<file path="config.mk">
export PLATFORM = sky130hd
export DESIGN_NAME = pwm_dac_array
export DESIGN_NICKNAME = d
export VERILOG_FILES = /design/src/rtl/pwm_dac_array.sv
export SDC_FILE = /design/constraint.sdc
export NUM_CORES = 1
export LEC_CHECK = 0
export CORE_MARGIN = 10
export CORE_UTILIZATION = 58
export DETAILED_ROUTE_END_ITERATION = 10
export PLACE_DENSITY = 0.92
export SETUP_SLACK_MARGIN = 0.4
export SLEW_MARGIN = 30
export SYNTH_ARGS = -nofsm -noshare
export SYNTH_HDL_FRONTEND = slang
export SYNTH_SLANG_ARGS = --single-unit
</file>
<file path="constraint.sdc">
create_clock -name clk -period 3.1 [get_ports clk]
set_input_delay 0.62 -clock clk [delete_from_list [all_inputs] [get_ports clk]]
set_output_delay 0.62 -clock clk [all_outputs]
set_load 0.03 [all_outputs]
</file>
<file path="src/rtl/pwm_dac_array.sv">
// Multi-channel PWM DAC sharing one period counter, with shadow registers
// committed only at period boundaries and edge- or center-aligned counting.
module pwm_dac_array #(
    parameter int WIDTH    = 12,
    parameter int CHANNELS = 4
) (
    input  logic                      clk,
    input  logic                      reset_n,
    input  logic                      enable,
    input  logic                      load,
    input  logic                      mode,
    input  logic [WIDTH-1:0]          period,
    input  logic [CHANNELS*WIDTH-1:0] duty,
    output logic [CHANNELS-1:0]       pwm_out,
    output logic                      period_end,
    output logic                      update_pending
);

    typedef enum logic {
        DIR_UP   = 1'b0,
        DIR_DOWN = 1'b1
    } dir_t;

    logic [WIDTH-1:0]          sh_period;
    logic [CHANNELS*WIDTH-1:0] sh_duty;
    logic                      sh_mode;
    logic                      pending;

    logic [WIDTH-1:0]          act_period;
    logic [CHANNELS*WIDTH-1:0] act_duty;
    logic                      act_mode;

    logic [WIDTH-1:0]          cnt;
    dir_t                      dir;

    logic                      boundary;
    logic                      commit;
    logic [CHANNELS-1:0]       compare;

    // A zero period makes every enabled cycle a boundary in either mode.
    always_comb begin
        boundary = 1'b0;
        if (enable) begin
            if (act_period == '0)
                boundary = 1'b1;
            else if (!act_mode)
                boundary = (cnt == act_period);
            else
                boundary = (dir == DIR_DOWN) && (cnt == '0);
        end
    end

    assign commit         = boundary && (pending || load);
    assign period_end     = boundary;
    assign update_pending = pending;

    always_comb begin
        compare = '0;
        for (int i = 0; i < CHANNELS; i++)
            compare[i] = enable && (cnt < act_duty[i*WIDTH +: WIDTH]);
    end

    always_ff @(posedge clk or negedge reset_n) begin
        if (!reset_n) begin
            sh_period <= '0;
            sh_duty   <= '0;
            sh_mode   <= 1'b0;
            pending   <= 1'b0;
        end else if (load) begin
            sh_period <= period;
            sh_duty   <= duty;
            sh_mode   <= mode;
            pending   <= 1'b1;
        end else if (commit) begin
            pending   <= 1'b0;
        end
    end

    // A load in the boundary cycle itself bypasses the shadow set.
    always_ff @(posedge clk or negedge reset_n) begin
        if (!reset_n) begin
            act_period <= '0;
            act_duty   <= '0;
            act_mode   <= 1'b0;
        end else if (commit) begin
            act_period <= load ? period : sh_period;
            act_duty   <= load ? duty   : sh_duty;
            act_mode   <= load ? mode   : sh_mode;
        end
    end

    always_ff @(posedge clk or negedge reset_n) begin
        if (!reset_n) begin
            cnt <= '0;
            dir <= DIR_UP;
        end else if (enable) begin
            if (boundary) begin
                cnt <= '0;
                dir <= DIR_UP;
            end else if (!act_mode) begin
                cnt <= cnt + 1'b1;
            end else if (dir == DIR_UP) begin
                if (cnt == act_period - 1'b1)
                    dir <= DIR_DOWN;
                else
                    cnt <= cnt + 1'b1;
            end else begin
                cnt <= cnt - 1'b1;
            end
        end
    end

    always_ff @(posedge clk or negedge reset_n) begin
        if (!reset_n)
            pwm_out <= '0;
        else
            pwm_out <= compare;
    end

endmodule

</file>
# After elaboration in Yosys (flattened, before gate mapping)
# Index checks and enable logic that the tools add are counted.
word_totals:
  n_memories: 0
  latch_bits: 0
  inputBits: 65
  mem_bits_rw: 0
  regBits: 140
  mem_bits_ro: 0
  output_inout_bits: 6
classes:
  addsub: 3
  n_mux: 16
  reduce_logical: 13
  bitwise: 0
  eq_ne: 3
  multipliers: 0
  shift: 0
  n_lt_le_gt_ge: 4
  div: 0
op_table:
  columns: ["operator", "n"]
  rows:
  - ["$mux 12", 5]
  - ["$lt 12x12->1", 4]
  - ["$mux 48", 1]
  - ["$eq 12x12->1", 2]
  - ["$logic_not 12->1", 2]
  - ["$sub 12x1->12 const B", 2]
  - ["$add 12x1->12 const B", 1]
  - ["$mux 1", 10]
  - ["$logic_and 1x1->1", 6]
  - ["$ne 4x4->1 const B", 1]
  - ["$reduce_and 2->1", 2]
  - ["$reduce_bool 2->1", 2]
  - ["$logic_or 1x1->1", 1]

# Longest topological paths before layout
# Gate-level depths: netlist of the first run.
logic_depth:
  depth_word: 8
  mapped_depth: 11

# Least setup slack after synthesis of the first run
# OpenSTA, ideal clock, no wires.
synth_path:
  path_kind: "register -> register"
  start: "register act_period[0]"
  end: "register cnt[0]"
  period_less_slack_ns: 2.747
  required_time_ns: 2.975
  path_slack_ns: 0.353
  path_buffers: 2
  path_stages_with_launch: 12
  arrival_ns: 2.622
  setup_ns: 0.125
  cell_sequence: "dfrtp_1 > inv_1 > ha_1 > clkbuf_1 > inv_1 > or3_1 > a22oi_1 > nand4_1 > or4_4 > and3_4 > buf_6 > mux2_4"
synth_between:
  elab_chain_len: 6
synth_lines:
  columns: ["item", "line", "rtl"]
  rows:
  - ["start: declaration", "29", "logic [WIDTH-1:0] act_period;"]
  - ["start signal: assignment", "86", "act_period <= load ? period : sh_period;"]
  - ["parallel branches: the longest is 6 deep, another holds $sub 12x1->12", null, null]
  - ["end signal: assignment", "101", "cnt <= cnt + 1'b1;"]
  - ["end signal: assignment", "106", "cnt <= cnt + 1'b1;"]
  - ["end signal: assignment", "108", "cnt <= cnt - 1'b1;"]
  - ["end: declaration", "33", "logic [WIDTH-1:0] cnt;"]
# Parallel ways; which one is timed is not known.
# A chain may end at the register's enable or synchronous reset.

# Worst setup path after layout of the first run
layout_path:
  start: "register act_period[3]"
  end: "register cnt[0]"
# The elaborated chain is that of the path after synthesis.

==> results of run 1 <==
[cell usage in the layout (no fill, tap or decap), drive strengths merged, types with 2 or more instances in the layout]
cell / count
dfrtp: 140
mux2: 123
clkdlybuf4s50: 67
inv: 54
ha: 49
buf: 29
nand2: 21
nor2: 20
clkbuf: 20
a21o: 16
xnor2: 16
nand3: 14
nor4: 12
a21oi: 11
a22o: 9
o21ai: 9
nand2b: 8
nor3: 7
nand4: 6
and3: 6
o211ai: 5
clkinv: 5
nor2b: 4
or3: 4
o21a: 4
o2111ai: 4
a31oi: 4
clkinvlp: 4
or4: 4
nand4b: 3
o211a: 3
bufinv: 3
and4: 2
a21boi: 2
o21bai: 2
o2bb2ai: 2
o32a: 2
a41oi: 2
[repair_timing]
| action | 4_1_cts | 5_1_grt |
|---|---|---|
| hold buffers | 0 | 0 |
| gates resized for setup | 14 | 11 |
| hold endpoints to repair | 0 | 0 |
| gates cloned | 0 | 1 |
| pin swaps | 2 | 3 |
| setup endpoints to repair | 72 | 11 |
| setup buffers | 7 | 1 |
[where the power goes]
group | total, mW | internal [mW] | switching [mW]
logic | 3.08 | 1.59 | 1.49
registers | 2.92 | 2.39 | 0.528
clock network | 2.07 | 1.30 | 0.768
[per-stage QoR]
| stage | total power, mW | hold slack (ns) |
|---|---|---|
| floorplan | 4.849 | 0.3244 |
| global placement | 5.561 | 0.4790 |
| detailed placement | 5.739 | 0.4845 |
| CTS | 7.986 | 0.2993 |
| global route | 8.601 | 0.3189 |
| finish | 8.066 | 0.2501 |
[flip-flops by register name (all words and copies together), names as in the netlist]
signal and cells:
sh_duty 48, act_duty 48, update_pending 1, pwm_out 4
cnt 12, dir 1, act_period 12, sh_mode 1
act_mode 1, sh_period 12
[cell type report]
class | count | area [sq um] | share of cell area, %
Clock buffer | 20 | 456.7 | 5.082
Clock inverter | 12 | 145.1 | 1.615
Inverter | 54 | 202.7 | 2.256
Multi-Input combinational cell | 386 | 3533 | 39.32
Sequential cell | 140 | 3511 | 39.07
Tap cell | 168 | 210.2 | 2.339
Timing Repair Buffer | 96 | 927.1 | 10.32
[routing by layer]
metal	part of all wire (%)	wire length, um	up-vias
met4	2.6	437	0
met3	5.0	846	44
li1	-	-	2344
met5	0	0	-
met1	42	7051	2553
met2	51	8624	142
[logic make-up after synthesis]
logic type      synth area share (%)
flops                          48.34
mux                            19.30
simple gates                   8.684
buf+inv                        4.782
compound gates                 8.063
fa+ha+maj                      8.460
xor+xnor                       2.365
[final timing paths]
check                                    from      endpoint  slack (ns)  depth (start not counted)
worst min register to register    sh_duty[22]   sh_duty[22]        0.50                          1
min in group clk                  sh_duty[22]   sh_duty[22]        0.50                          1
worst max register to register  act_period[3]        cnt[0]        0.39                          7
worst max-delay path            act_period[3]        cnt[0]        0.39                          7
worst min-delay path                  reset_n           dir        0.25                          1
max in group asynchronous             reset_n  act_duty[25]        2.12                          2
[worst register-to-register path, stage by stage (launching register included)]
cell                      delay (ns)
sky130_fd_sc_hd__dfrtp_2        0.46
sky130_fd_sc_hd__or4_4          0.55
sky130_fd_sc_hd__or3_1          0.32
sky130_fd_sc_hd__a22oi_1        0.19
sky130_fd_sc_hd__nand4_1        0.13
sky130_fd_sc_hd__or4_4          0.48
sky130_fd_sc_hd__and3_4         0.23
sky130_fd_sc_hd__mux2_4         0.25
==> metrics.log, run 1 <==
[metrics] run status: finished clean
[metrics] Crit path required time: 3.41 ns
[metrics] endpoint class of the critical path: flip-flop
[metrics] proportion of register bits with asynchronous set or reset after synthesis: 100.0%
[metrics] TritonCTS clock tree: built
[metrics] f_max: 368.4 MHz
[metrics] post-synthesis cell count: 610
[metrics] total clock buffers created by CTS: 17
[metrics] global placement routability congestion: 0.8867
[metrics] GRT Residual Overflow: 0
[metrics] most used standard cell by instance count after synthesis: sky130_fd_sc_hd__dfrtp_1
[metrics] largest net degree at the start of global routing: 91
[metrics] number of nets in the layout: 809
[metrics] drt wl/cell: 19.36 um
[metrics] detailed-router iteration count before antenna repair: 4
[metrics] later-pin clock latency in the skew report: 0.43 ns
[metrics] first-pass GRT wire length: 28.41 mm
[metrics] relative slew slack: 46.23%
[metrics] area of the core region: 12,110 sq um
[metrics] post-synthesis instance area: 7247 sq um
[metrics] routed via count divided by cell count: 5.803
[metrics] final clock period utilization by the worst path: 87.55%
[metrics] n_diodes: 0
[metrics] layout cells sized above 1: 29.52%
[metrics] IO buf count: 70
[metrics] DRC violation count after routing: 0
[metrics] Hold Crit Class: input port to asynchronous set/reset pin
[metrics] Critical Path, Cell by Cell: or4_4, or3_1, a22oi_1, nand4_1, or4_4, and3_4, mux2_4
[metrics] chip height: 131.8 um
[metrics] count of final setup violators: 0
[metrics] kind of start point of the critical path: flip-flop
[metrics] clock input transition at the sequential cells of the worst setup and hold paths: 0.06 ns
[metrics] Largest stage delay, worst path: 0.55 ns
[metrics] remaining antenna violation count after routing: 0
[metrics] crit path time final: 2.714 ns
[metrics] sum of buffers and inverters on the critical path: 0
[metrics] post-synth top area share: 48.34%
[metrics] violation count after the first detailed-routing iteration: 301
[metrics] initial antenna violation count: 0
[metrics] Worst Slack Setup Final: 0.3859 ns
[metrics] pin slew with the least headroom to its limit: 0.8065 ns
[metrics] Util after Layout: 74.19%
[metrics] Finished Layout Cells: 876
[metrics] worst clock skew: 0.005252 ns
[metrics] leak pwr: 4.166 nW
[metrics] HPWL after DPL: 11.68 mm
[metrics] primary flip-flop cell chosen by synthesis mapping: sky130_fd_sc_hd__dfrtp_1
[metrics] power density relative to cell area: 897.6 nW/um^2
[metrics] signal arrival time at the worst endpoint: 3.02 ns
[metrics] worst slack at placement: 0.3191 ns
[metrics] placed cell count: 835
[metrics] Layout Area Growth over Synthesis: 24.00%
[metrics] total number of clock tree sinks: 140
[metrics] critical path's top delay family: simple AND/OR/NAND/NOR gates
[metrics] floorplan die width: 131.8 um
[metrics] Die Footprint: 17,370 sq um
[metrics] net count of the mapped netlist: 724
[metrics] FP Rows: 40
[metrics] GRT Total Usage: 20.22%
[metrics] slowest cell on the critical path: sky130_fd_sc_hd__or4_4
[metrics] Syn. warnings: 0
[metrics] Final Max Slew Viols: 0
[metrics] level count of the clock H-tree: 4
[metrics] Root Buffer: sky130_fd_sc_hd__clkbuf_16
[metrics] count of flip-flops with a built-in enable after synthesis: 0
[metrics] sequential cell area fraction in the yosys report: 48.34%
[metrics] final std cell area, no fill: 8986 sq um
[metrics] CP Class: flip-flop to flip-flop
[metrics] Global Route met3 Usage: 5.564%
[metrics] number of different library cells in the post-synthesis netlist: 54
[metrics] number of storage elements in the synthesis netlist: 140
[metrics] most used routing layer: met2
[metrics] count of max-cap constraint violations: 0
[metrics] placed instance area: 8192 sq um
[metrics] total routed wirelength: 16.96 mm
[metrics] maximum resistive drop on vdd: 548.9 uV
[metrics] setup repair after global routing missed its margin: yes
[metrics] count of endpoints failing hold in the final timing report: 0
[metrics] via count of the first global-routing pass: 5,591
[metrics] most area-consuming cells after synthesis: sky130_fd_sc_hd__dfrtp_1 48%, sky130_fd_sc_hd__mux2_2 19%, sky130_fd_sc_hd__ha_1 8.5%
[metrics] M1 GR Usage: 22.89%
[metrics] post-route setup TNS: 0 ns
[metrics] initial core utilization: 59.83%
[metrics] mean instance size in the synthesized netlist: 11.88 sq um
[metrics] most used cell along the critical path: sky130_fd_sc_hd__or4_4
[metrics] highest fanout seen on the critical path: 6
[metrics] met2 track demand over resource: 34.54%
[metrics] total of fill cells in the finished design: 838
[metrics] top post-synthesis cells by count: 140 x sky130_fd_sc_hd__dfrtp_1, 122 x sky130_fd_sc_hd__mux2_2, 54 x sky130_fd_sc_hd__inv_1, 49 x sky130_fd_sc_hd__ha_1, 21 x sky130_fd_sc_hd__nand2_1
[metrics] number of top-level pins: 71
[metrics] clock buffer depth: 2
[metrics] detailed-route via count: 5,083
[metrics] library cell occupying the most area in the post-synthesis netlist: sky130_fd_sc_hd__dfrtp_1
No activity file was read; power rests on OpenSTA's default activity.
==> inputs of run 2 (changes only) <==
--- a/config.mk
+++ b/config.mk
@@ -6,9 +6,10 @@
 export NUM_CORES = 1
 export LEC_CHECK = 0
 export CORE_MARGIN = 10
-export CORE_UTILIZATION = 58
+export CORE_UTILIZATION = 59
+export CTS_BUF_LIST = sky130_fd_sc_hd__clkbuf_8
 export DETAILED_ROUTE_END_ITERATION = 10
-export PLACE_DENSITY = 0.92
+export PLACE_DENSITY = 0.93
 export SETUP_SLACK_MARGIN = 0.4
 export SLEW_MARGIN = 30
 export SYNTH_ARGS = -nofsm -noshare
==> metrics.log, run 2 (synthesis results as in run 1) <==
[metrics] run status: finished clean
[metrics] drt wl/cell: 19.55 um (+0.97%)
[metrics] final clock period utilization by the worst path: 88.20% (+0.64 points)
[metrics] initial antenna violation count: 0 (unchanged)
[metrics] worst clock skew: 0.01426 ns (+0.009005 ns)
[metrics] FP Rows: 40 (unchanged)
[metrics] Hold Crit Class: input port to asynchronous set/reset pin
[metrics] Layout Area Growth over Synthesis: 23.67%
[metrics] CP Class: flip-flop to flip-flop
[metrics] leading cell types in the layout, fill and taps excluded: 131 x sky130_fd_sc_hd__dfrtp_1, 122 x sky130_fd_sc_hd__mux2_2, 67 x sky130_fd_sc_hd__clkdlybuf4s50_1
[metrics] power density relative to cell area: 882.9 nW/um^2 (-1.6%)
[metrics] setup repair after global routing missed its margin: yes
[metrics] count of final setup violators: 0 (unchanged)
[metrics] detailed-route via count: 5,092 (+0.18%)
[metrics] detailed-router iteration count before antenna repair: 4 (unchanged)
[metrics] GRT Residual Overflow: 0 (unchanged)
[metrics] count of max-cap constraint violations: 0 (unchanged)
[metrics] most common cell after layout, fill and taps aside: sky130_fd_sc_hd__dfrtp_1
[metrics] remaining antenna violation count after routing: 0 (unchanged)
[metrics] HPWL after DPL: 11.70 mm (+0.17%)
[metrics] kind of start point of the critical path: flip-flop
[metrics] later-pin clock latency in the skew report: 0.46 ns (+0.03 ns)
[metrics] layout cells sized above 1: 31.08% (+1.6 points)
[metrics] crit path time final: 2.734 ns (+0.01997 ns)
[metrics] DRC violation count after routing: 0 (unchanged)
[metrics] floorplan die width: 130.8 um (-0.72%)
[metrics] relative slew slack: 60.97% (+15 points)
[metrics] number of nets in the layout: 825 (+2.0%)
[metrics] endpoint class of the critical path: flip-flop
[metrics] biggest regs: act_duty (48), sh_duty (48)
[metrics] GRT Total Usage: 21.48% (+1.3 points)
[metrics] level count of the clock H-tree: 4 (unchanged)
[metrics] met2 track demand over resource: 36.78% (+2.2 points)
[metrics] hold buffer count at cts: 0 (unchanged)
[metrics] post-route setup TNS: 0 ns (unchanged)
[metrics] total clock buffers created by CTS: 17 (unchanged)
[metrics] Finished Layout Cells: 871 (-0.57%)
[metrics] n_diodes: 0 (unchanged)
[metrics] count of endpoints failing hold in the final timing report: 0 (unchanged)
[metrics] Final Max Slew Viols: 0 (unchanged)
[metrics] RR Endpoint: cnt[0]
[metrics] number of cell instances on the worst register-to-register path: 7 (unchanged)
[metrics] clock input transition at the sequential cells of the worst setup and hold paths: 0.08 ns (+0.02 ns)
[metrics] area of the core region: 12,010 sq um (-0.83%)
[metrics] number of top-level pins: 71 (unchanged)
[metrics] Global Route met3 Usage: 5.520% (-0.044 points)
[metrics] highest fanout seen on the critical path: 5 (-1)
[metrics] initial core utilization: 60.33% (+0.50 points)
[metrics] Crit path required time: 3.45 ns (+0.04 ns)
[metrics] startpoint of the most critical setup path: act_period[3]
[metrics] f_max: 365.8 MHz (-0.73%)
[metrics] timing endpoint of the critical path: cnt[0]
[metrics] M1 GR Usage: 25.41% (+2.5 points)
[metrics] total routed wirelength: 17.03 mm (+0.40%)
[metrics] largest net degree at the start of global routing: 62 (-32%)
[metrics] global placement routability congestion: 0.8805 (-0.70%)
[metrics] IO buf count: 70 (unchanged)
[metrics] via count of the first global-routing pass: 5,623 (+0.57%)
[metrics] maximum resistive drop on vdd: 447.0 uV (-19%)
[metrics] Root Buffer: sky130_fd_sc_hd__clkbuf_8
[metrics] worst reg2reg path startpoint: act_period[3]
[metrics] routed via count divided by cell count: 5.846 (+0.75%)
[metrics] signal arrival time at the worst endpoint: 3.09 ns (+0.07 ns)
[metrics] total number of clock tree sinks: 140 (unchanged)
[metrics] TritonCTS clock tree: built
[metrics] chip height: 130.8 um (-0.72%)
[metrics] first-pass GRT wire length: 28.38 mm (-0.12%)
[metrics] R2R Setup Slk: 0.37 ns (-0.02 ns)
[metrics] violation count after the first detailed-routing iteration: 330 (+9.6%)
[metrics] clock buffer depth: 2 (unchanged)
[metrics] Die Footprint: 17,120 sq um (-1.4%)
[metrics] placed cell count: 818 (-2.0%)
[metrics] leak pwr: 4.204 nW (+0.92%)
[metrics] pin slew with the least headroom to its limit: 0.5834 ns (-0.2232 ns)
[metrics] most used routing layer: met2
-- run 2: cell types whose count changed in the layout (fill, tap and decap cells not counted), sizes merged --
| cell | delta |
|---|---|
| bufinv | +3 |
| clkinvlp | -4 |
| clkinv | +1 |
| buf | +16 |
| inv | +2 |
| clkbuf | -2 |
-- run 2: repair_timing --
action	CTS	global route
buffers inserted	19	1
gates resized for setup	26	3
cloned	1	0
pin swaps	5	1
setup endpoints to repair	72	13
-- run 2: where the power goes --
part,switching (mW),total [mW],internal [mW]
clock network,0.693,1.74,1.05
logic,1.58,3.30,1.71
registers,0.483,2.87,2.39
total,2.76,7.91,5.15
-- run 2: area by class of cell --
cell class | count | area [sq um]
Clock buffer | 18 | 247.7
Fill cell | 801 | 3049
Timing Repair Buffer | 112 | 1039
Inverter | 54 | 202.7
Multi-Input combinational cell | 386 | 3550
Sequential cell | 140 | 3515
Clock inverter | 14 | 225.2
Tap cell | 147 | 183.9
-- run 2: worst max-delay path, cell delays in order (launching register included) --
cell and delay (ns):
sky130_fd_sc_hd__dfrtp_2 0.47, sky130_fd_sc_hd__or4_4 0.53, sky130_fd_sc_hd__or3_1 0.32, sky130_fd_sc_hd__a22oi_1 0.20, sky130_fd_sc_hd__nand4_1 0.16, sky130_fd_sc_hd__or4_4 0.47
sky130_fd_sc_hd__and3_4 0.23, sky130_fd_sc_hd__mux2_4 0.25
-- run 2: worst min path at each step --
| stage | depth (start not counted) | startpoint | slack, ns | end |
|---|---|---|---|---|
| detailed placement | 1 | sh_period[4] | 0.48 | sh_period[4] |
| global route | 1 | reset_n | 0.09 | sh_period[5] |
| global placement | 1 | sh_duty[39] | 0.48 | sh_duty[39] |
| CTS | 1 | reset_n | 0.08 | act_period[9] |
| finish | 1 | reset_n | 0.09 | sh_period[5] |
| floorplan | 0 | reset_n | 0.32 | act_duty[0] |
-- run 2: metrics by stage --
stage | util (%) | hold slack [ns] | power, mW | instance area (sq um) | setup WS, ns
2_1_floorplan | - | 0.3244 | 4.849 | 7248 | 0.3854
3_3_place_gp | 68.13 | 0.4792 | 5.553 | 8183 | 0.3326
3_5_place_dp | 68.13 | 0.4835 | 5.737 | 8183 | 0.2881
4_1_cts | 74.39 | 0.08411 | 7.887 | 8935 | 0.3870
5_1_grt | 74.61 | 0.08818 | 8.445 | 8962 | 0.2336
6_report | 74.61 | 0.08663 | 7.913 | 8962 | 0.3659
-- run 2: metal layers --
metal | wire length (um) | vias up | share of wire, %
li1 | - | 2372 | -
met1 | 7114 | 2541 | 42
met2 | 8668 | 148 | 51
met3 | 924 | 31 | 5.4
met4 | 320 | 0 | 1.9
met5 | 0 | - | 0
==> inputs of run 3 (changes only) <==
--- a/config.mk
+++ b/config.mk
@@ -5,11 +5,12 @@
 export SDC_FILE = /design/constraint.sdc
 export NUM_CORES = 1
 export LEC_CHECK = 0
+export ABC_AREA = 1
 export CORE_MARGIN = 10
-export CORE_UTILIZATION = 59
+export CORE_UTILIZATION = 60
 export CTS_BUF_LIST = sky130_fd_sc_hd__clkbuf_8
 export DETAILED_ROUTE_END_ITERATION = 10
-export PLACE_DENSITY = 0.93
+export PLACE_DENSITY = 0.94
 export SETUP_SLACK_MARGIN = 0.4
 export SLEW_MARGIN = 30
 export SYNTH_ARGS = -nofsm -noshare
==> metrics.log, run 3 <==
[metrics] layout cells sized above 1: 13.81% (-17 points)
[metrics] sequential cell area fraction in the yosys report: 44.36% (-4.0 points)
[metrics] final clock period utilization by the worst path: 83.44% (-4.8 points)
[metrics] post-synthesis share of cell area spent on and, or, nand and nor gates: 28.14% (+19 points)
[metrics] kind of start point of the critical path: flip-flop
[metrics] Crit path required time: 2.48 ns (-0.97 ns)
[metrics] count of endpoints failing hold in the final timing report: 0 (unchanged)
[metrics] post-route setup TNS: 0 ns (unchanged)
[metrics] n_diodes: 0 (unchanged)
[metrics] clock buffer depth: 2 (unchanged)
[metrics] relative slew slack: 53.96% (-7.0 points)
[metrics] Finished Layout Cells: 1,273 (+46%)
[metrics] FP Rows: 41 (+2.5%)
[metrics] Largest stage delay, worst path: 0.40 ns (-0.13 ns)
[metrics] pin slew with the least headroom to its limit: 0.6906 ns (+0.1072 ns)
[metrics] Layout Area Growth over Synthesis: 16.79%
[metrics] power density relative to cell area: 506.0 nW/um^2 (-43%)
[metrics] CP Class: flip-flop to output pin
[metrics] total routed wirelength: 20.88 mm (+23%)
[metrics] most used standard cell by instance count after synthesis: sky130_fd_sc_hd__nand2_1
[metrics] Final Max Slew Viols: 0 (unchanged)
[metrics] Die Footprint: 18,150 sq um (+6.1%)
[metrics] worst reg2reg path startpoint: act_period[0]
[metrics] leak pwr: 4.884 nW (+16%)
[metrics] slowest cell on the critical path: sky130_fd_sc_hd__dfrtp_1
[metrics] total number of clock tree sinks: 140 (unchanged)
[metrics] IO buf count: 70 (unchanged)
[metrics] chip height: 134.7 um (+3.0%)
[metrics] final std cell area, no fill: 9224 sq um (+2.9%)
[metrics] placed instance area: 8727 sq um (+6.7%)
[metrics] Syn. warnings: 0 (unchanged)
[metrics] count of flip-flops with a built-in enable after synthesis: 0 (unchanged)
[metrics] met2 track demand over resource: 37.84% (+1.1 points)
[metrics] GRT Residual Overflow: 0 (unchanged)
[metrics] run status: finished clean
[metrics] dominant combinational cell family by area after synthesis: simple AND/OR/NAND/NOR gates
[metrics] global placement routability congestion: 1.013 (+15%)
[metrics] count of final setup violators: 0 (unchanged)
[metrics] first-pass GRT wire length: 34.11 mm (+20%)
[metrics] top post-synthesis cells by count: 390 x sky130_fd_sc_hd__nand2_1, 140 x sky130_fd_sc_hd__dfrtp_1, 92 x sky130_fd_sc_hd__inv_1, 59 x sky130_fd_sc_hd__nor2_1, 50 x sky130_fd_sc_hd__nand3_1
[metrics] routed via count divided by cell count: 5.507 (-5.8%)
[metrics] highest fanout seen on the critical path: 14 (+9)
[metrics] remaining antenna violation count after routing: 0 (unchanged)
[metrics] mux share of post-synthesis cell area: 0% (-19 points)
[metrics] area of the core region: 12,770 sq um (+6.3%)
[metrics] compound-cell area share of the yosys netlist: 10.11% (+2.0 points)
[metrics] Hold Crit Class: input port to asynchronous set/reset pin
[metrics] hold buffer count at cts: 0 (unchanged)
[metrics] number of different library cells in the post-synthesis netlist: 37 (-31%)
[metrics] worst slack at placement: 0.6265 ns (+0.3385 ns)
[metrics] WHS: 0.1673 ns (+0.08068 ns)
[metrics] setup repair after global routing missed its margin: no
[metrics] Critical Path, Cell by Cell: inv_2, ha_1, nand2_1, nor2_1, nand3b_1, nand2_1, inv_1, nand2_2, nand2_4, clkinv_8, buf_12
[metrics] Util after Layout: 72.21% (-2.4 points)
[metrics] mean instance size in the synthesized netlist: 7.796 sq um (-34%)
[metrics] R2R Setup Slk: 0.68 ns (+0.31 ns)
[metrics] number of storage elements in the synthesis netlist: 140 (unchanged)
[metrics] net count of the mapped netlist: 1,127 (+56%)
[metrics] total clock buffers created by CTS: 17 (unchanged)
[metrics] HPWL after DPL: 14.74 mm (+26%)
[metrics] Root Buffer: sky130_fd_sc_hd__clkbuf_8
[metrics] f_max: 386.6 MHz (+5.7%)
[metrics] later-pin clock latency in the skew report: 0.47 ns (about the same)
[metrics] post-synth top area share: 44.36% (-4.0 points)
[metrics] library cell occupying the most area in the post-synthesis netlist: sky130_fd_sc_hd__dfrtp_1
[metrics] initial core utilization: 61.83% (+1.5 points)
[metrics] number of nets in the layout: 1,202 (+46%)
[metrics] violation count after the first detailed-routing iteration: 794 (+140%)
[metrics] post-synthesis instance area: 7898 sq um (+9.0%)
[metrics] via count of the first global-routing pass: 6,847 (+22%)
[metrics] largest net degree at the start of global routing: 80 (+29%)
[metrics] primary flip-flop cell chosen by synthesis mapping: sky130_fd_sc_hd__dfrtp_1
[metrics] signal arrival time at the worst endpoint: 1.97 ns (-1.12 ns)
[metrics] placed cell count: 1,235 (+51%)
[metrics] worst clock skew: 0.01272 ns (-0.001533 ns)
[metrics] level count of the clock H-tree: 4 (unchanged)
[metrics] most used cell along the critical path: sky130_fd_sc_hd__nand2_1
[metrics] post-synthesis cell count: 1,013 (+66%)
[metrics] maximum resistive drop on vdd: 284.4 uV (-36%)
[metrics] biggest regs: act_duty (48), sh_duty (48)
[metrics] crit path time final: 2.587 ns (-0.1473 ns)
[metrics] Global Route met3 Usage: 5.601% (+0.081 points)
[metrics] clock input transition at the sequential cells of the worst setup and hold paths: 0.08 ns (about the same)
[metrics] floorplan die width: 134.7 um (+3.0%)
[metrics] most common cell after layout, fill and taps aside: sky130_fd_sc_hd__nand2_1
[metrics] most area-consuming cells after synthesis: sky130_fd_sc_hd__dfrtp_1 44%, sky130_fd_sc_hd__nand2_1 19%, sky130_fd_sc_hd__ha_1 7.8%
[metrics] initial antenna violation count: 0 (unchanged)
[metrics] number of top-level pins: 71 (unchanged)
[metrics] drt wl/cell: 16.40 um (-16%)
[metrics] most used routing layer: met2
[metrics] detailed-router iteration count before antenna repair: 5 (+1)
[metrics] DRC violation count after routing: 0 (unchanged)
[metrics] GRT Total Usage: 23.49% (+2.0 points)
[metrics] count of max-cap constraint violations: 0 (unchanged)
[metrics] proportion of register bits with asynchronous set or reset after synthesis: 100.0% (unchanged)
[metrics] detailed-route via count: 7,011 (+38%)
[metrics] TritonCTS clock tree: built
[metrics] startpoint of the most critical setup path: act_period[0]
[metrics] power after layout: 4.667 mW (-41%)
[metrics] Post-Synth XOR/XNOR Area: 1.188% (-1.2 points)
[metrics] area share of fa/ha/maj cells after synthesis: 7.763% (-0.70 points)
[metrics] leading cell types in the layout, fill and taps excluded: 390 x sky130_fd_sc_hd__nand2_1, 133 x sky130_fd_sc_hd__dfrtp_1, 90 x sky130_fd_sc_hd__inv_1
[metrics] Worst Slack Setup Final: 0.5133 ns (+0.1473 ns)
[metrics] M1 GR Usage: 29.73% (+4.3 points)
[metrics] endpoint class of the critical path: output pin
## run 3: cell types whose count changed in the layout (fill, tap and decap cells not counted), moves of 11 or more
cell	change
sky130_fd_sc_hd__nand2_1	+369
sky130_fd_sc_hd__o21ai_2	+30
sky130_fd_sc_hd__o21ai_0	+37
sky130_fd_sc_hd__a21oi_1	+23
sky130_fd_sc_hd__a21o_1	-16
sky130_fd_sc_hd__nor2_1	+38
sky130_fd_sc_hd__inv_2	+11
sky130_fd_sc_hd__xnor2_1	-12
sky130_fd_sc_hd__buf_4	-16
sky130_fd_sc_hd__nand3_1	+36
sky130_fd_sc_hd__inv_1	+34
sky130_fd_sc_hd__nand2_2	+30
sky130_fd_sc_hd__mux2_2	-122
## run 3: logic make-up (layout without fill, tap and decap cells)
family / Yosys count / in the layout
simple gates: 544 / 544
xor+xnor: 9 / 9
compound gates: 126 / 126
flops: 140 / 140
buf+inv: 145 / 233
fa+ha+maj: 49 / 49
## run 3: power by group
part           internal (mW)  switching (mW)  total (mW)  leakage, nW
clock network          0.810           0.778        1.59        0.211
registers               1.94          0.0957        2.03         1.52
logic                  0.388           0.658        1.05         3.15
total                   3.13            1.53        4.67         4.88
## run 3: layout make-up
cell class	instances	area, sq um
inverter	105	411.6
tap	172	215.2
timing repair buffer	96	927.1
fill	893	3550
sequential	140	3512
clock inverter	15	186.4
multi-input combinational	728	3737
clock buffer	17	234.0
## run 3: worst max-delay path: cells and delay by family, from the launching register on
family	cells	cell delay, ns
flip-flops	1	0.40
adder cells (fa/ha/maj)	1	0.19
buffers and inverters	4	0.36
AND/OR/NAND/NOR	6	0.54
## run 3: path summary, 6_finish.rpt
path / end / cells past startpoint
max: period_end / 11
min: sh_duty[35] / 1
max reg2reg: act_duty[44] / 15
min reg2reg: sh_duty[33] / 2
max in group asynchronous: cnt[5] / 2
min in group clk: sh_duty[33] / 2
## run 3: repair_timing
| action | 4_1_cts | 5_1_grt |
|---|---|---|
| gates resized for setup | 4 | 11 |
| setup buffers | 1 | 5 |
| pin swaps | 0 | 1 |
| setup endpoints to repair | 1 | 2 |
## run 3: layer usage
layer	vias to the layer above	part of all wire, %
met5	-	0
met4	0	3.7
met3	75	8.9
met2	326	47
met1	3276	41
li1	3334	-
